--- src/rtl/pe_config_sequencer_if.sv ---
// Bundles the job-descriptor handshake and the register-bus initiator signals.
// The sequencer uses the master modport and the job source / register block use the slave modport.

// A descriptor transfers on any cycle where cmd_valid && cmd_ready; reg_write is a
// one-cycle command with no back-pressure and reg_rdata answers reg_addr in the same cycle.
interface pe_config_sequencer_if;
    logic        cmd_valid;
    logic        cmd_ready;
    logic [3:0]  cmd_kw;
    logic [3:0]  cmd_kh;
    logic [7:0]  cmd_iw;
    logic [7:0]  cmd_ih;
    logic [3:0]  cmd_stride;
    logic [3:0]  cmd_pad;
    logic        reg_write;
    logic [3:0]  reg_addr;
    logic [31:0] reg_wdata;
    logic [31:0] reg_rdata;

    modport master (
        input  cmd_valid, cmd_kw, cmd_kh, cmd_iw, cmd_ih, cmd_stride, cmd_pad, reg_rdata,
        output cmd_ready, reg_write, reg_addr, reg_wdata
    );

    modport slave (
        output cmd_valid, cmd_kw, cmd_kh, cmd_iw, cmd_ih, cmd_stride, cmd_pad, reg_rdata,
        input  cmd_ready, reg_write, reg_addr, reg_wdata
    );
endinterface

--- src/rtl/pe_config_sequencer.sv ---
// Validates one convolution job, derives output dimensions with a restoring divider,
// programs the PE config registers, starts the PE and polls its status until done or timeout.
module pe_config_sequencer #(
    parameter int TIMEOUT_W = 16,
    parameter int TIMEOUT   = 65535
) (
    input  logic                  clk,
    input  logic                  rst_n,
    pe_config_sequencer_if.master bus,
    output logic                  busy,
    output logic                  job_done,
    output logic [1:0]            job_status,
    output logic [7:0]            out_w,
    output logic [7:0]            out_h
);
    typedef enum logic [3:0] {
        IDLE, CHECK, DIV, WR_KDIM, WR_IDIM, WR_PARAM, WR_ODIM, WR_CTRL,
        POLL_LOW, POLL_HIGH, FINISH
    } state_t;

    localparam logic [TIMEOUT_W:0] TIMEOUT_LIM = (TIMEOUT_W + 1)'(TIMEOUT);

    state_t               state;
    logic [3:0]           kw, kh, stride, pad;
    logic [7:0]           iw, ih;
    logic [8:0]           nw_sh, nh_sh, qw, qh;
    logic [3:0]           rw, rh, div_cnt;
    logic [TIMEOUT_W-1:0] tcnt;

    logic [9:0]           span_w, span_h, nw_full, nh_full, ow_full, oh_full;
    logic [4:0]           step_w, step_h;
    logic [8:0]           qw_nx, qh_nx;
    logic                 bad_param, range_err, done_bit;
    logic [TIMEOUT_W:0]   tcnt_nx;
    logic                 unused_bits;

    // One restoring step: returns {quotient bit, new remainder}; remainder stays below d.
    function automatic logic [4:0] div_step(input logic [3:0] r, input logic b, input logic [3:0] d);
        logic [4:0] t;
        logic [3:0] diff;
        t    = {r, b};
        diff = t[3:0] - d;
        if (t >= {1'b0, d}) return {1'b1, diff};
        return {1'b0, t[3:0]};
    endfunction

    always_comb begin
        span_w    = {2'b0, iw} + {5'b0, pad, 1'b0};
        span_h    = {2'b0, ih} + {5'b0, pad, 1'b0};
        nw_full   = span_w - {6'b0, kw};
        nh_full   = span_h - {6'b0, kh};
        bad_param = (stride == 4'd0) || (kw == 4'd0) || (kh == 4'd0) ||
                    ({6'b0, kw} > span_w) || ({6'b0, kh} > span_h);
        step_w    = div_step(rw, nw_sh[8], stride);
        step_h    = div_step(rh, nh_sh[8], stride);
        qw_nx     = {qw[7:0], step_w[4]};
        qh_nx     = {qh[7:0], step_h[4]};
        ow_full   = {1'b0, qw_nx} + 10'd1;
        oh_full   = {1'b0, qh_nx} + 10'd1;
        range_err = (ow_full > 10'd255) || (oh_full > 10'd255);
        tcnt_nx   = {1'b0, tcnt} + (TIMEOUT_W + 1)'(1);
        done_bit  = bus.reg_rdata[0];
    end

    assign unused_bits   = ^{bus.reg_rdata[31:1], qw[8], qh[8], nw_full[9], nh_full[9]};
    assign bus.cmd_ready = (state == IDLE);

    always_ff @(posedge clk or negedge rst_n) begin
        if (!rst_n) begin
            state         <= IDLE;
            bus.reg_write <= 1'b0;
            bus.reg_addr  <= 4'd0;
            bus.reg_wdata <= 32'd0;
            busy          <= 1'b0;
            job_done      <= 1'b0;
            job_status    <= 2'd0;
            out_w         <= 8'd0;
            out_h         <= 8'd0;
            tcnt          <= '0;
            kw <= 4'd0; kh <= 4'd0; stride <= 4'd0; pad <= 4'd0;
            iw <= 8'd0; ih <= 8'd0;
            nw_sh <= 9'd0; nh_sh <= 9'd0; qw <= 9'd0; qh <= 9'd0;
            rw <= 4'd0; rh <= 4'd0; div_cnt <= 4'd0;
        end else begin
            bus.reg_write <= 1'b0;
            bus.reg_addr  <= 4'd0;
            bus.reg_wdata <= 32'd0;
            job_done      <= 1'b0;
            case (state)
                IDLE: if (bus.cmd_valid) begin
                    kw <= bus.cmd_kw; kh <= bus.cmd_kh;
                    iw <= bus.cmd_iw; ih <= bus.cmd_ih;
                    stride <= bus.cmd_stride; pad <= bus.cmd_pad;
                    busy  <= 1'b1;
                    state <= CHECK;
                end
                CHECK: if (bad_param) begin
                    job_done   <= 1'b1;
                    job_status <= 2'd1;
                    state      <= FINISH;
                end else begin
                    nw_sh <= nw_full[8:0]; nh_sh <= nh_full[8:0];
                    qw <= 9'd0; qh <= 9'd0; rw <= 4'd0; rh <= 4'd0;
                    div_cnt <= 4'd0;
                    state   <= DIV;
                end
                DIV: begin
                    nw_sh <= {nw_sh[7:0], 1'b0}; nh_sh <= {nh_sh[7:0], 1'b0};
                    rw <= step_w[3:0]; rh <= step_h[3:0];
                    qw <= qw_nx; qh <= qh_nx;
                    div_cnt <= div_cnt + 4'd1;
                    // Ninth step has just produced the last quotient bit.
                    if (div_cnt == 4'd8) begin
                        if (range_err) begin
                            job_done   <= 1'b1;
                            job_status <= 2'd2;
                            state      <= FINISH;
                        end else begin
                            out_w         <= ow_full[7:0];
                            out_h         <= oh_full[7:0];
                            bus.reg_write <= 1'b1;
                            bus.reg_addr  <= 4'd2;
                            bus.reg_wdata <= {20'b0, kh, 4'b0, kw};
                            state         <= WR_KDIM;
                        end
                    end
                end
                WR_KDIM: begin
                    bus.reg_write <= 1'b1;
                    bus.reg_addr  <= 4'd3;
                    bus.reg_wdata <= {16'b0, ih, iw};
                    state         <= WR_IDIM;
                end
                WR_IDIM: begin
                    bus.reg_write <= 1'b1;
                    bus.reg_addr  <= 4'd4;
                    bus.reg_wdata <= {24'b0, pad, stride};
                    state         <= WR_PARAM;
                end
                WR_PARAM: begin
                    bus.reg_write <= 1'b1;
                    bus.reg_addr  <= 4'd5;
                    bus.reg_wdata <= {16'b0, out_h, out_w};
                    state         <= WR_ODIM;
                end
                WR_ODIM: begin
                    bus.reg_write <= 1'b1;
                    bus.reg_addr  <= 4'd0;
                    bus.reg_wdata <= 32'h1;
                    state         <= WR_CTRL;
                end
                WR_CTRL: begin
                    bus.reg_addr <= 4'd1;
                    tcnt         <= '0;
                    state        <= POLL_LOW;
                end
                // POLL_LOW only passes once done drops, so a stale done cannot complete the job.
                POLL_LOW: begin
                    bus.reg_addr <= 4'd1;
                    tcnt         <= tcnt_nx[TIMEOUT_W-1:0];
                    if (tcnt_nx == TIMEOUT_LIM) begin
                        job_done   <= 1'b1;
                        job_status <= 2'd3;
                        state      <= FINISH;
                    end else if (!done_bit) begin
                        state <= POLL_HIGH;
                    end
                end
                POLL_HIGH: begin
                    bus.reg_addr <= 4'd1;
                    tcnt         <= tcnt_nx[TIMEOUT_W-1:0];
                    if (done_bit) begin
                        job_done   <= 1'b1;
                        job_status <= 2'd0;
                        state      <= FINISH;
                    end else if (tcnt_nx == TIMEOUT_LIM) begin
                        job_done   <= 1'b1;
                        job_status <= 2'd3;
                        state      <= FINISH;
                    end
                end
                FINISH: begin
                    busy  <= 1'b0;
                    state <= IDLE;
                end
                default: state <= IDLE;
            endcase
        end
    end
endmodule

--- src/flat_wrapper.sv ---
// flat-port wrapper written by rule: the top's interface ports become plain ports
module pe_config_sequencer_flat 
#(
    parameter int TIMEOUT_W = 16,
    parameter int TIMEOUT   = 65535
)
  (clk, rst_n, busy, job_done, job_status, out_w, out_h, bus_cmd_valid, bus_cmd_kw, bus_cmd_kh, bus_cmd_iw, bus_cmd_ih, bus_cmd_stride, bus_cmd_pad, bus_reg_rdata, bus_cmd_ready, bus_reg_write, bus_reg_addr, bus_reg_wdata);
  pe_config_sequencer_if bus_i ();
  input  logic clk;
  input  logic rst_n;
  output logic busy;
  output logic job_done;
  output logic [1:0] job_status;
  output logic [7:0] out_w;
  output logic [7:0] out_h;
  input wire logic [$bits(bus_i.cmd_valid)-1:0] bus_cmd_valid;
  input wire logic [$bits(bus_i.cmd_kw)-1:0] bus_cmd_kw;
  input wire logic [$bits(bus_i.cmd_kh)-1:0] bus_cmd_kh;
  input wire logic [$bits(bus_i.cmd_iw)-1:0] bus_cmd_iw;
  input wire logic [$bits(bus_i.cmd_ih)-1:0] bus_cmd_ih;
  input wire logic [$bits(bus_i.cmd_stride)-1:0] bus_cmd_stride;
  input wire logic [$bits(bus_i.cmd_pad)-1:0] bus_cmd_pad;
  input wire logic [$bits(bus_i.reg_rdata)-1:0] bus_reg_rdata;
  output wire logic [$bits(bus_i.cmd_ready)-1:0] bus_cmd_ready;
  output wire logic [$bits(bus_i.reg_write)-1:0] bus_reg_write;
  output wire logic [$bits(bus_i.reg_addr)-1:0] bus_reg_addr;
  output wire logic [$bits(bus_i.reg_wdata)-1:0] bus_reg_wdata;
  assign bus_i.cmd_valid = bus_cmd_valid;
  assign bus_i.cmd_kw = bus_cmd_kw;
  assign bus_i.cmd_kh = bus_cmd_kh;
  assign bus_i.cmd_iw = bus_cmd_iw;
  assign bus_i.cmd_ih = bus_cmd_ih;
  assign bus_i.cmd_stride = bus_cmd_stride;
  assign bus_i.cmd_pad = bus_cmd_pad;
  assign bus_i.reg_rdata = bus_reg_rdata;
  assign bus_cmd_ready = bus_i.cmd_ready;
  assign bus_reg_write = bus_i.reg_write;
  assign bus_reg_addr = bus_i.reg_addr;
  assign bus_reg_wdata = bus_i.reg_wdata;
  pe_config_sequencer #(.TIMEOUT_W(TIMEOUT_W), .TIMEOUT(TIMEOUT)) u_core (.clk(clk), .rst_n(rst_n), .bus(bus_i), .busy(busy), .job_done(job_done), .job_status(job_status), .out_w(out_w), .out_h(out_h));
endmodule
--- config.mk ---
export PLATFORM = sky130hd
export DESIGN_NAME = pe_config_sequencer_flat
export DESIGN_NICKNAME = d
export VERILOG_FILES = /design/src/rtl/pe_config_sequencer_if.sv /design/src/rtl/pe_config_sequencer.sv /design/src/flat_wrapper.sv
export SDC_FILE = /design/constraint.sdc
export NUM_CORES = 1
export LEC_CHECK = 0
export ABC_AREA = 0
export BUFFER_PORTS_ARGS = -buffer_cell sky130_fd_sc_hd__buf_2
export CORE_MARGIN = 2
export CORE_UTILIZATION = 49
export DETAILED_ROUTE_END_ITERATION = 10
export PLACE_DENSITY = 0.79
export SETUP_SLACK_MARGIN = 0.1
export SLEW_MARGIN = 20
export SYNTH_ARGS = -nofsm -noshare
export SYNTH_HDL_FRONTEND = slang
export SYNTH_SLANG_ARGS = --single-unit
--- constraint.sdc ---
create_clock -name clk -period 4.2 [get_ports clk]
set_input_delay 0.42 -clock clk [delete_from_list [all_inputs] [get_ports clk]]
set_output_delay 0.42 -clock clk [all_outputs]
set_load 0.02 [all_outputs]
==> results.md, run 1 <==
* WP data required at 4.51 ns
* I/O Pins at 125
* Clock tree root driver cell: clkbuf_16
* Grt ovf at 0
* EDFF count, synth at 0
* Critical Path End Type: flop
* Routed wl met2 at 9430 um
* FF+latch count, synth at 138
* Fin crit share at 86.8%
* DR vias/cell at 5.75
* Initial Util at 50.4%
* Fraction of layout cells with a size suffix above 1 at 18.8%
* Area grow syn2layout at 13.9%
* DP Wirelength at 13500 um
* Number of CTS-inserted buffers at 17
* Slew Limit Fails at 0
* Max Fclk at 274 MHz
* Post-route ant nets at 0
* CP Launch Type: flop
* Final hold violations at 10
* Clock Latency Late Sink at 0.43 ns
* Worst-path clk slew at 0.07 ns
* DR DRC count at 0
* Fin Setup TNS at 0 ns
* Chip height at 132 um
* Crit-path max FO at 39
* Post-CTS Hold Buffers at 0
* Status: complete, but fails checks
* Synthesized area at 0.00803 mm2
* Syn. warnings at 0
* Sequential-to-total area share from yosys stat at 43.0%
* RSZ-0062 raised after global routing: false
* Lkg Pwr at 4.32 nW
* Vias in the first global route at 6283
* Design Area, Final at 0.00915 mm2
* DRT iter0 DRCs at 708
* Nets at 1021
* First-pass GRT wire length at 31800 um
* Slew @ Worst Pin at 0.929 ns
* Async set-reset flop share out of synthesis at 100%
* Clock skew at 0.0118 ns
* Pre-Repair DR Iteration Count at 5
* Min Hold Slack at -0.0112 ns
* Largest net degree at the start of global routing at 70
* Resized cells post-CTS at 0
* CTS tree: built
* CP Data Arrival Time at 3.96 ns
* Worst-case reg-to-reg path depth at 12
* Metal3 WL at 1300 um
* Routed WL at 19200 um
* R2R Path End: u_core.nh_sh[2]$_DFFE_PN0P_
* CORE AREA at 0.0159 mm2
* Global-route usage over all layers at 22.8%
* CTS Sinks at 138
* DIE WIDTH at 132 um
* Worst min path class: in2async
* Layout fillers at 1401
* Post-synth cell types at 65
* Syn Inst Count at 844
* Reg-to-reg setup timing slack at 0.55 ns
* Ys flop type: dfrtp_1
* DP Area at 0.00861 mm2
* Via count at 6538
* Max layer used: met4
* Relative slew slack at 37.6%
* Final min period at 3.65 ns
* VDD IR max at 0.486 mV
* Synthesized area per cell at 9.52 um2
* Reg-to-reg startpoint: u_core.pad[0]$_DFFE_PN0P_
* WL/cell at 16.9 um
* Setup-failing EPs final at 0
* Power density over the cells at 907 mW/mm2
* Max Cap Viol at 0
* H-tree lvl count at 4
* Cell Rows at 46
* Buffer levels on the longest clock path at 2
* Failing checks: hold timing
* CP Class: reg2reg
* I/O Buffers at 76
* Gp weighted congestion at 0.900
* Antenna violations before repair at 0
* Die area at 0.0174 mm2
* Post-CTS Setup Repair Bufs at 0
* Antenna cell count at 0
* Metal-1 WL at 8090 um
layer usage:
layer	GRT usage [%]	up-vias
met5	0	-
met4	8.21	0
met2	37.8	241
met3	5.11	32
li1	-	3105
met1	29.3	3160
where the power goes:
group,switching (W),internal (W),total [W]
registers,0.000620,0.00184,0.00246
clock network,0.000600,0.000788,0.00139
logic,0.00258,0.00188,0.00446
per-stage QoR:
step                std cells  setup WS (ns)  total power [W]  hold slack, ns  utilization [%]
finish                   1138          0.553          0.00830         -0.0112             57.4
global route             1138          0.325          0.00899          0.0289             57.4
detailed placement       1107          0.570          0.00689           0.468             54.0
floorplan                 860           1.06          0.00571           0.124                -
global placement         1107          0.640          0.00674           0.456             54.0
CTS                      1138          0.551          0.00832          0.0166             57.4
critical path, stage by stage, from the launching register on:
cell and delay, ns:
dfrtp_1 0.46, ha_1 0.27, fa_1 0.49, xor2_1 0.20, ha_1 0.38, nand3_1 0.13, o22ai_1 0.08, o22ai_1 0.28
o311ai_1 0.18, a31oi_4 0.46, buf_12 0.28, nor2_1 0.07, a221o_1 0.25
layout make-up:
cell class                      instances  area (um2)  area share (%)
Clock buffer                           19         453            4.95
Clock inverter                         12        92.6            1.01
Inverter                               49         184            2.01
Multi-Input combinational cell        615        4190            45.8
Sequential cell                       138        3450            37.7
Tap cell                              216         270            2.95
Timing Repair Buffer                   89         509            5.56
state kept, by name, summed over array words and instances (netlist names), 8 cells and up:
signal / flops
u_core.out_h: 8
u_core.ih: 8
u_core.iw: 8
u_core.nh_sh: 9
u_core.qh: 8
u_core.out_w: 8
u_core.bus.reg_wdata: 16
u_core.tcnt: 16
u_core.qw: 8
u_core.nw_sh: 9
worst max-delay path by stage:
stage	slack, ns	endpoint	startpoint	cells after the start
after global placement	0.64	u_core.nh_sh[2]$_DFFE_PN0P_	u_core.pad[0]$_DFFE_PN0P_	12
after CTS	0.55	u_core.nw_sh[4]$_DFFE_PN0P_	u_core.pad[0]$_DFFE_PN0P_	12
after detailed placement	0.57	u_core.nh_sh[2]$_DFFE_PN0P_	u_core.pad[0]$_DFFE_PN0P_	12
after floorplan	1.06	u_core.nh_sh[2]$_DFFE_PN0P_	u_core.pad[0]$_DFFE_PN0P_	13
final	0.55	u_core.nh_sh[2]$_DFFE_PN0P_	u_core.pad[0]$_DFFE_PN0P_	12
after global routing	0.32	u_core.nh_sh[6]$_DFFE_PN0P_	u_core.pad[0]$_DFFE_PN0P_	12
cell families after synthesis:
kind of cell / after synthesis / share of synthesized area [%]
and+or+nand+nor: 262 / 15.8
AOI/OAI and AO/OA: 206 / 17.1
DFF: 138 / 43.0
buffers and inverters: 107 / 5.90
muxes: 50 / 6.82
adders and majority gates: 44 / 7.41
xor gates and xnor gates: 36 / 3.92
other: 1 / 0.0467
placed cells by master, fill, tap and decap left out, drive strengths merged, types with 14 or more instances in the layout:
cell type / instances
o21ai: 63
nor2: 62
buf: 89
dfrtp: 138
xor2: 21
nor3: 15
clkbuf: 19
mux2: 38
nand3: 16
xnor2: 15
conb: 17
ha: 38
inv: 51
o22ai: 14
nand2: 99
a21oi: 39
synthesized netlist by cell type, types with 9 or more instances:
library cell / n / area share [%]
o22ai_1: 14 / 1.1
and3_1: 10 / 0.78
xor2_1: 21 / 2.3
a222oi_1: 11 / 1.4
ha_1: 38 / 5.9
a31oi_1: 9 / 0.70
clkbuf_1: 31 / 1.4
mux2_2: 38 / 5.3
buf_4: 17 / 1.6
a21oi_1: 39 / 2.4
nand2_1: 99 / 4.6
nand2b_1: 11 / 0.86
a211oi_1: 12 / 1.1
dfrtp_1: 138 / 43
o21ai_0: 63 / 3.9
nand4_1: 9 / 0.70
inv_1: 48 / 2.2
nand3_1: 15 / 0.93
nor2_1: 61 / 2.9
nor3_1: 15 / 0.93
mux2i_1: 12 / 1.5
xnor2_1: 15 / 1.6
(Power assumes the default switching activity.)
==> run 2, diff against run 1 <==
- CORE_ASPECT_RATIO: unset -> 2
- GPL_TIMING_DRIVEN: unset -> 0
==> run 2 against run 1 <==
Effect of this change: the run now ends clean; critical path type unchanged; design area up 2.2%; sequential cell count is the same; via count grew 5.6%; global-route usage rose by 3.9 points; highest routed layer unchanged; sequential power barely moved; sequential share of layout area shrank 0.83 points; power increased by 2.6%.
==> results.md, run 2 (same netlist as run 1, synthesis figures left out) <==
* CORE AREA at 0.0162 mm2 (+1.5%)
* Global-route usage over all layers at 26.6% (+3.9 points)
* Most frequent cells in the layout: dfrtp_1 (138), nand2_1 (99), buf_2 (81)
* Die area at 0.0175 mm2 (+0.36%)
* Int Pwr at 0.00452 W (+0.42%)
* Antenna cell count at 0 (unchanged)
* CTS tree: built
* Critical Path End Type: flop
* Flop pwr share at 28.8% (-0.8 points)
* P_sw at 0.00399 W (+5.2%)
* H-tree lvl count at 4 (unchanged)
* Worst min path class: in2reg
* Initial Util at 49.6% (-0.76 points)
* CP Data Arrival Time at 4.18 ns (+0.22 ns)
* DP Wirelength at 16400 um (+22%)
* Final hold violations at 0 (-10)
* Gp weighted congestion at 0.942 (+4.7%)
* Routed wl met2 at 11700 um (+24%)
* Pre-Repair DR Iteration Count at 5 (unchanged)
* Nets at 1070 (+4.8%)
* Clock tree root driver cell: clkbuf_16
* DRT iter0 DRCs at 564 (-20%)
* Fin cells at 1176 (+3.3%)
* Slew @ Worst Pin at 1.09 ns (+0.162 ns)
* Antenna violations before repair at 0 (unchanged)
* Clock Latency Late Sink at 0.43 ns (about the same)
* RSZ-0062 raised after global routing: false
* Post-route ant nets at 0 (unchanged)
* Largest net degree at the start of global routing at 78 (+11%)
* Biggest regs: u_core.bus.reg_wdata x16, u_core.tcnt x16
* CP Class: reg2reg
* Max Fclk at 257 MHz (-6.4%)
* Placed Cells at 1141 (+3.1%)
* CP Launch Type: flop
* Vias in the first global route at 6814 (+8.5%)
* Clock share of power at 16.5% (-0.2 points)
* I/O Pins at 125 (unchanged)
* Metal3 WL at 1200 um (-7.5%)
* Worst Slack Setup Final at 0.303 ns (-0.249 ns)
* VDD IR max at 0.709 mV (+46%)
* Combinational Power Share at 54.7% (+1.0 points)
* Cell Rows at 66 (+43%)
* Setup-failing EPs final at 0 (unchanged)
* I/O Buffers at 76 (unchanged)
* Max Cap Viol at 0 (unchanged)
* Buffer levels on the longest clock path at 2 (unchanged)
* WL/cell at 19.0 um (+12%)
* Fraction of layout cells with a size suffix above 1 at 19.2% (+0.48 points)
* Area grow syn2layout at 16.5%
* Status: finished clean
* Via count at 6906 (+5.6%)
* Max layer used: met4
* Relative slew slack at 26.7% (-11 points)
* Lkg Pwr at 4.45 nW (+3.1%)
* DR vias/cell at 5.87 (+2.2%)
* Fin crit share at 92.8% (+5.9 points)
* Leading cell type in the layout, fill and taps excluded: dfrtp_1
* Final min period at 3.90 ns (+0.249 ns)
* Pre-CTS setup slack at -0.0114 ns (-0.582 ns)
* CTS Sinks at 138 (unchanged)
* Worst-path clk slew at 0.06 ns (about the same)
* Routed WL at 22300 um (+16%)
* Number of CTS-inserted buffers at 17 (unchanged)
* Power density over the cells at 910 mW/mm2 (+0.34%)
* Slew Limit Fails at 0 (unchanged)
* DIE WIDTH at 94.5 um (-28%)
* DR DRC count at 0 (unchanged)
* Switching Fraction at 46.9% (+1.1 points)
* Chip height at 185 um (+40%)
* First-pass GRT wire length at 35200 um (+11%)
* Grt ovf at 0 (unchanged)
* WP data required at 4.49 ns (-0.02 ns)
* Metal-1 WL at 7760 um (-4.1%)
* Clock skew at 0.0110 ns (-0.000798 ns)
* Crit-path max FO at 10 (-74%)
[run 2: changes by cell type in the layout (fill, tap and decap cells not counted), sizes merged]
cell	change
dlygate4sd3	+1
buf	+16
clkinv	+1
clkbuf	+33
clkinvlp	-1
[run 2: path summary, 6_finish.rpt]
path / from / endpoint / slack, ns / depth (start not counted)
max reg2reg: u_core.pad[0]$_DFFE_PN0P_ / u_core.nh_sh[7]$_DFFE_PN0P_ / 0.30 / 13
min in group asynchronous: rst_n / u_core.kw[0]$_DFFE_PN0P_ / 0.53 / 2
max in group asynchronous: rst_n / u_core.qh[6]$_DFFE_PN0P_ / 2.91 / 3
max: u_core.pad[0]$_DFFE_PN0P_ / u_core.nh_sh[7]$_DFFE_PN0P_ / 0.30 / 13
min reg2reg: u_core.nh_sh[2]$_DFFE_PN0P_ / u_core.nh_sh[3]$_DFFE_PN0P_ / 0.49 / 2
min: bus_cmd_ih[3] / u_core.ih[3]$_DFFE_PN0P_ / 0.22 / 2
[run 2: cell type report]
class | count | area (um2)
flip-flops and latches | 138 | 3450
fillers | 1436 | 6830
clock buffers | 20 | 457
well taps | 204 | 255
inverters | 49 | 184
multi-input cells | 615 | 4180
plain buffers | 58 | 295
repair buffers | 80 | 443
clock inverters | 12 | 91.3
[run 2: metal layers]
metal  track usage [%]  vias to the layer above
met5                 0                        -
met2              47.7                      258
li1                  -                     3210
met3              4.84                      102
met4              17.9                        0
met1              27.6                     3336
[run 2: per-stage QoR]
stage | hold WS (ns) | power, W | cell area [um2] | TNS, ns | util, %
2_1_floorplan | 0.124 | 0.00571 | 8090 | 0 | -
3_3_place_gp | 0.462 | 0.00688 | 8730 | 0 | 53.9
3_5_place_dp | 0.405 | 0.00701 | 8770 | -0.0114 | 54.2
4_1_cts | 0.211 | 0.00846 | 9330 | 0 | 57.6
5_1_grt | 0.213 | 0.00916 | 9360 | 0 | 57.8
6_report | 0.221 | 0.00852 | 9360 | 0 | 57.8
[run 2: power by group through the flow]
stage	combinational, W	sequential, W	clock [W]
global route	0.00519	0.00249	0.00148
finish	0.00466	0.00246	0.00141
CTS	0.00461	0.00243	0.00142
detailed placement	0.00457	0.00244	0
global placement	0.00444	0.00243	0
floorplan	0.00335	0.00236	0
[run 2: repair_timing]
| item | CTS | global route |
|---|---|---|
| pin swaps | 0 | 1 |
| endpoints found under the setup margin | 18 | 28 |
| hold buffers | 1 | 0 |
| setup buffers | 0 | 2 |
| gates resized for setup | 1 | 7 |
| hold endpoints to repair | 61 | 0 |
[run 2: critical path, stage by stage, from the launching register on]
cell and delay [ns]:
dfrtp_1 0.46, ha_1 0.28, fa_1 0.49, xor2_1 0.20
ha_1 0.39, nand3_1 0.13, o22ai_1 0.08, o22ai_1 0.24
o311ai_1 0.12, a31oi_1 0.34, clkbuf_4 0.34, buf_2 0.31
mux2i_1 0.24, o21ai_0 0.11
